==> config.mk <==
export PLATFORM = sky130hd
export DESIGN_NAME = l1_line_adapter
export DESIGN_NICKNAME = d
export VERILOG_FILES = /design/src/rtl/l1_cache_pkg.sv /design/src/rtl/l1_line_adapter.sv
export SDC_FILE = /design/constraint.sdc
export NUM_CORES = 1
export LEC_CHECK = 0
export BUFFER_PORTS_ARGS = -buffer_cell sky130_fd_sc_hd__buf_2
export CORE_MARGIN = 10
export CORE_UTILIZATION = 25
export DETAILED_ROUTE_END_ITERATION = 10
export PLACE_DENSITY = 0.5
export SLEW_MARGIN = 40
export SYNTH_ARGS = -nofsm -noshare
export SYNTH_HDL_FRONTEND = slang
export SYNTH_SLANG_ARGS = --single-unit
==> constraint.sdc <==
create_clock -name clk -period 2.3 [get_ports clk]
set_input_delay 0.115 -clock clk [delete_from_list [all_inputs] [get_ports clk]]
set_output_delay 0.115 -clock clk [all_outputs]
set_load 0.02 [all_outputs]
==> src/rtl/l1_cache_pkg.sv <==
// Shared L1 cache definitions: line/beat geometry and the line-adapter state type.
package l1_cache_pkg;

    localparam int unsigned LINE_W   = 256;
    localparam int unsigned BURST_W  = 64;
    localparam int unsigned ADDR_W   = 32;
    localparam int unsigned BEATS    = LINE_W / BURST_W;
    localparam int unsigned OFFSET_W = 5;
    localparam int unsigned BEAT_W   = $clog2(BEATS);

    typedef enum logic [1:0] {
        StIdle    = 2'd0,
        StRdBurst = 2'd1,
        StWrBurst = 2'd2,
        StDone    = 2'd3
    } adapter_state_e;

endpackage

==> src/rtl/l1_line_adapter.sv <==
// Converts line-granular L1 fills/write-backs into 64-bit memory bursts.
// Optional line counters are enabled with `define L1_ADAPTER_PERF_EN.
module l1_line_adapter
    import l1_cache_pkg::*;
(
    input  logic                clk,
    input  logic                rst,
    input  logic                line_read,
    input  logic                line_write,
    input  logic [ADDR_W-1:0]   line_addr,
    input  logic [LINE_W-1:0]   line_wdata,
    output logic [LINE_W-1:0]   line_rdata,
    output logic                line_resp,
    output logic [ADDR_W-1:0]   mem_addr,
    output logic                mem_read,
    output logic                mem_write,
    output logic [BURST_W-1:0]  mem_wdata,
    input  logic [BURST_W-1:0]  mem_rdata,
    input  logic                mem_resp,
    output logic [31:0]         perf_rd_lines,
    output logic [31:0]         perf_wr_lines
);

    adapter_state_e      state_q, state_d;
    logic [BEAT_W-1:0]   beat_q, beat_d;
    logic [ADDR_W-1:0]   addr_q;
    logic [LINE_W-1:0]   wbuf_q;
    logic [LINE_W-1:0]   rbuf_q;
    logic                accept;
    logic                last_beat;
    logic                unused_addr_bits;

    assign unused_addr_bits = ^line_addr[OFFSET_W-1:0];

    assign accept    = (state_q == StIdle) && (line_read || line_write);
    assign last_beat = (beat_q == BEAT_W'(BEATS - 1));

    always_comb begin
        state_d = state_q;
        beat_d  = beat_q;
        unique case (state_q)
            StIdle: begin
                // Write-back takes priority; a pending fill is picked up after DONE.
                if (line_write) begin
                    state_d = StWrBurst;
                    beat_d  = '0;
                end else if (line_read) begin
                    state_d = StRdBurst;
                    beat_d  = '0;
                end
            end
            StRdBurst, StWrBurst: begin
                if (mem_resp) begin
                    if (last_beat) begin
                        state_d = StDone;
                    end else begin
                        beat_d = beat_q + 1'b1;
                    end
                end
            end
            StDone:  state_d = StIdle;
            default: state_d = StIdle;
        endcase
    end

    always_ff @(posedge clk or negedge rst) begin
        if (!rst) begin
            state_q <= StIdle;
            beat_q  <= '0;
            addr_q  <= '0;
            wbuf_q  <= '0;
            rbuf_q  <= '0;
        end else begin
            state_q <= state_d;
            beat_q  <= beat_d;
            if (accept) begin
                addr_q <= {line_addr[ADDR_W-1:OFFSET_W], {OFFSET_W{1'b0}}};
            end
            if ((state_q == StIdle) && line_write) begin
                wbuf_q <= line_wdata;
            end else if ((state_q == StWrBurst) && mem_resp) begin
                wbuf_q <= {{BURST_W{1'b0}}, wbuf_q[LINE_W-1:BURST_W]};
            end
            if ((state_q == StRdBurst) && mem_resp) begin
                for (int i = 0; i < BEATS; i++) begin
                    if (beat_q == BEAT_W'(i)) begin
                        rbuf_q[i*BURST_W +: BURST_W] <= mem_rdata;
                    end
                end
            end
        end
    end

    assign mem_addr   = addr_q;
    assign mem_read   = (state_q == StRdBurst);
    assign mem_write  = (state_q == StWrBurst);
    assign mem_wdata  = wbuf_q[BURST_W-1:0];
    assign line_resp  = (state_q == StDone);
    assign line_rdata = rbuf_q;

`ifdef L1_ADAPTER_PERF_EN
    logic [31:0] perf_rd_q, perf_wr_q;

    always_ff @(posedge clk or negedge rst) begin
        if (!rst) begin
            perf_rd_q <= '0;
            perf_wr_q <= '0;
        end else begin
            if ((state_q == StRdBurst) && (state_d == StDone)) perf_rd_q <= perf_rd_q + 32'd1;
            if ((state_q == StWrBurst) && (state_d == StDone)) perf_wr_q <= perf_wr_q + 32'd1;
        end
    end

    assign perf_rd_lines = perf_rd_q;
    assign perf_wr_lines = perf_wr_q;
`else
    assign perf_rd_lines = '0;
    assign perf_wr_lines = '0;
`endif

endmodule

* Word level (Yosys, flattened, before mapping) *
Cells that the tools add are included.

storage, ports and cells
  register bits after elaboration = 543
  input port bits = 357
  output and inout port bits = 419
  logic and storage cells = 47

operators by class
  $add $sub $neg = 1
  equality and inequality tests = 10
  muxes and demuxes = 12
  reduce and logical (&&, ||, !) cells = 16

operator list
  cell                                                  count
  2-to-1 mux 256 bit                                    2
  2-to-1 mux 2 bit                                      8
  equality test 2 bit (second input constant)           4
  AND reduction 2 bit                                   4
  inequality test 2 bit (second input constant)         3
  one-hot mux 2 bit (3 select lines)                    1
  equality test 2 x 1 -> 1 bit (second input constant)  2
  logical AND 1 bit                                     4
  zero test 2 bit                                       2
  one-hot mux 2 bit (2 select lines)                    1
  AND reduction 4 bit                                   1
  nonzero test 2 bit                                    2
  inequality test 3 bit (second input constant)         1
  AND reduction 3 bit                                   1
  adder 2 x 1 -> 2 bit (second input constant)          1
  OR reduction 2 bit                                    1
  logical OR 1 bit                                      1

* Logic depth before layout (Yosys ltp) *
  depth in word-level cells = 4
  gate-level depth with buffers = 9
  mapped depth without buffers = 5

* Least setup slack after synthesis *
OpenSTA, ideal clock, no wires.

  path type = register to register
  from = register state_q[1]
  to = register rbuf_q[10] (netlist: line_rdata[10])
  setup time = 0.125 ns
  arrival = 1.591 ns
  data required time = 2.175 ns
  slack = 0.585 ns
  cell stages (with the launch flop) = 6
  buffers on the path = 1
  clock period less this slack = 1.715 ns
  cell sequence = dfrtp_1 > inv_1 > ha_1 > nand3_2 > buf_2 > mux2_2

between the ends
  word-level cells in the longest chain between the ends = 3

ends and longest elaborated chain
  element                               line                   source
  from (decl)                           l1_line_adapter.sv:24  adapter_state_e state_q, state_d;
  from (signal assigned)                l1_line_adapter.sv:68  state_q <= StIdle;
  from (signal assigned)                l1_line_adapter.sv:74  state_q <= state_d;
  equality test 2 x 1 -> 1 bit          -
  via mem_read                          l1_line_adapter.sv:15  output logic mem_read,
  logical AND 1 bit                     l1_line_adapter.sv:84  if ((state_q == StRdBurst) && mem_resp) begin
  AND reduction 2 bit (no source line)  -
  to (signal, indexed assignment)       l1_line_adapter.sv:87  rbuf_q[i*BURST_W +: BURST_W] <= mem_rdata;
  to (decl)                             l1_line_adapter.sv:28  logic [LINE_W-1:0] rbuf_q;

The timed path passes the listed nets, and every way through them passes these cells.
A chain may end at the register's enable or synchronous reset.

* Final worst setup path *
  from = register state_q[1]
  to = register rbuf_q[156] (netlist: line_rdata[156])

between the ends
  word-level cells in the longest chain between the ends = 3

ends and longest elaborated chain
  element                               line
  equality test 2 x 1 -> 1 bit          l1_line_adapter.sv:84
  logical AND 1 bit                     l1_line_adapter.sv:84
  AND reduction 2 bit (no source line)  -

Every way passes these cells.

==> impl_metrics.env <==
export IMPL_vias_per_cell=4.31
export IMPL_clock_skew_ps=27.4
export IMPL_max_slew_margin=0.650
export IMPL_grt_use_met3=0.0592
export IMPL_dp_hpwl_um=60000
export IMPL_gp_congestion=0.826
export IMPL_max_freq_mhz=485
export IMPL_synth_top_area_cell="dfrtp_1"
export IMPL_vdd_drop_max_mv=0.944
export IMPL_synthCells=1744
export IMPL_cts_hold_buf=351
export IMPL_cts_root_buf="clkbuf_16"
export IMPL_cts_tree="yes"
export IMPL_start_util=0.253
export IMPL_htreeDepth=2
export IMPL_synthArstFlopShare=1.00
export IMPL_clkSinkCount=543
export IMPL_yosysMostFrequentCell="dfrtp_1"
export IMPL_grt_pass1_wl_um=122000
export IMPL_synth_top_area_frac=0.596
export IMPL_core_um2=90300
export IMPL_clk_pin_slew_worst_paths_ps=60
export IMPL_p_sw_frac=0.379
export IMPL_max_stage_delay_ps=410
export IMPL_post_cts_setup_buffers=0
export IMPL_clk_latency_ps=660
export IMPL_core_rowCount=110
export IMPL_slew_violations=0
export IMPL_fillers=8849
export IMPL_avgSynthCellArea_um2=13.1
export IMPL_die_w_um=322
export IMPL_boundaryPins=776
export IMPL_route_detailed_drc=0
export IMPL_synthFlopType="dfrtp_1"
export IMPL_intPower_mw=27.2
export IMPL_synth_area_leaders="dfrtp_1 60%, mux2_2 14%, mux2i_1 8.6%"
export IMPL_cap_violations=0
export IMPL_cp_max_fo=19
export IMPL_final_min_clock_period_ps=2060
export IMPL_synth_cell_types=25
export IMPL_routed_wl_um=81200
export IMPL_cp_slowest_cell="ha_1"
export IMPL_wl_per_cell_um=20.4
export IMPL_power_frac_seq=0.382
export IMPL_post_cts_resized=0
export IMPL_total_power_mw=43.8
export IMPL_holdWs_ps=78.2
export IMPL_finalSetupViolations=0
export IMPL_pre_cts_slack_ps=177
export IMPL_nets=3111
export IMPL_p_switching_mw=16.6
export IMPL_worst_pin_slew_ps=525
export IMPL_grt_pass1_vias=19182
export IMPL_die_h_um=322
export IMPL_finalHoldViolations=0
export IMPL_clkPwrFrac=0.229
export IMPL_synth_edf_count=0
export IMPL_worst_setup_path_type="flip-flop to flip-flop"
export IMPL_ant_nets=0
export IMPL_grt_max_degree=125
export IMPL_setup_ws_ps=237
export IMPL_areaGrowthSynthToFinish_pct=44.1
export IMPL_clk_path_buf_depth=3
export IMPL_path_cells="inv_1 > ha_1 > nand3_4 > buf_12 > mux2_2"
export IMPL_drtIter0Drc=945
export IMPL_vias=17170
export IMPL_crit_arrival_ps=2610
export IMPL_ys_seq_elements=543
export IMPL_min_path_type="primary input to flip-flop"
export IMPL_use_met2=0.251
export IMPL_cp_start_kind="flip-flop"
export IMPL_met1_usage=0.177
export IMPL_critPathRequiredTime_ps=2840
export IMPL_yosys_warnings=0
export IMPL_r2r_slack_ps=240
export IMPL_ys_seq_area_frac=0.596
export IMPL_dp_cells=3506
export IMPL_finalCritPeriodShare=0.897
export IMPL_crit_path_end_kind="flip-flop"
export IMPL_grt_ovfl_total=0
export IMPL_cts_made_buffers=61
export IMPL_tns_ps=0
export IMPL_die_area_um2=104000
export IMPL_drive_above_1_share=0.411
export IMPL_top_usage_layer="met2"
export IMPL_io_buffers=701
export IMPL_outcome="finished clean"
export IMPL_synth_area_um2=22800
export IMPL_rsz0062_at_grt="no"
export IMPL_synth_common_cells="543 x dfrtp_1, 283 x mux2_2, 196 x nand2_1, 195 x mux2i_1, 195 x o21ai_0"
export IMPL_grt_antenna_before_repair=13
export IMPL_pwr_share_comb=0.389
export IMPL_grt_usage=0.151
export IMPL_layout_cells_non_filler=3980
export IMPL_firstDrtPassIters=5
export IMPL_power_leakage_nw=16.8
export IMPL_power_density_nw_per_um2=1330
## layer usage
layer  part of all wire  vias to the layer above
li1                   -                     7899
met1               0.41                     8523
met2               0.47                      640
met3              0.095                      106
met4              0.025                        2
met5            0.00016                        -
## path summary, 6_finish.rpt
| path | from | endpoint | cells past startpoint |
|---|---|---|---|
| max in group asynchronous | rst | wbuf_q[78] | 3 |
| worst max-delay path | state_q[1] | line_rdata[156] | 5 |
| min in group asynchronous | rst | line_rdata[244] | 3 |
| worst min-delay path | mem_resp | state_q[0] | 4 |
| worst max register to register | state_q[1] | line_rdata[156] | 5 |
| worst min register to register | wbuf_q[198] | wbuf_q[198] | 1 |
## area by class of cell
| class | instances | area, µm² | share of cell area |
|---|---|---|---|
| clock inverters | 24 | 339 | 0.0103 |
| well taps | 1176 | 1470 | 0.0448 |
| clock buffers | 84 | 1730 | 0.0527 |
| diodes | 14 | 35.0 | 0.00107 |
| multi-input cells | 1028 | 7960 | 0.242 |
| flip-flops and latches | 543 | 13600 | 0.413 |
| inverters | 4 | 15.0 | 0.000457 |
| repair buffers | 1107 | 7730 | 0.235 |
## placed cells by master, fill, tap and decap left out, types with 2 or more instances in the layout
cell / instances
a22o_1: 64
buf_12: 23
buf_2: 701
buf_4: 31
buf_8: 2
bufinv_16: 6
clkbuf_1: 11
clkbuf_16: 61
clkbuf_8: 12
clkinv_2: 9
clkinvlp_4: 4
conb_1: 69
dfrtp_1: 543
diode_2: 14
dlygate4sd3_1: 350
ha_1: 9
inv_1: 4
mux2_2: 283
mux2i_1: 195
nand2_1: 195
nand3_1: 4
nand3_4: 4
o21ai_0: 195
## logic make-up (layout without fill, tap and decap cells)
logic type | Yosys count | after routing | share of synthesized area
AOI/OAI and AO/OA | 262 | 262 | 0.0687
muxes | 478 | 478 | 0.225
adders and majority gates | 9 | 9 | 0.00494
and+or+nand+nor | 210 | 210 | 0.0366
DFF | 543 | 543 | 0.596
buffers and inverters | 241 | 1219 | 0.0686
other | 1 | 83 | 0.000164
## sequential cells by signal, indices dropped and copies added (netlist names)
name / cells
line_rdata: 256
wbuf_q: 256
state_q: 2
beat_q: 2
mem_addr: 27
## through the flow
stage,instance area (µm²),utilization
after floorplan,23100,-
after global placement,27200,0.302
after detailed placement,27200,0.302
after CTS,32800,0.364
after global routing,32900,0.364
final,32900,0.364
## critical path, delay by kind of cell, from the launching register on
family,cells,cell delay (ps)
fa+ha+maj,1,410
buf+inv,2,430
flops,1,400
mux,1,290
simple gates,1,380
## power groups by stage
stage | clock, mW | sequential [mW] | combinational [mW]
2_1_floorplan | 0 | 19.1 | 8.43
3_3_place_gp | 0 | 16.6 | 16.5
3_5_place_dp | 0 | 16.8 | 16.8
4_1_cts | 10.3 | 16.7 | 17.4
5_1_grt | 10.7 | 17.3 | 18.5
6_report | 10.0 | 16.7 | 17.0
Power figures use the tool's default switching activity.
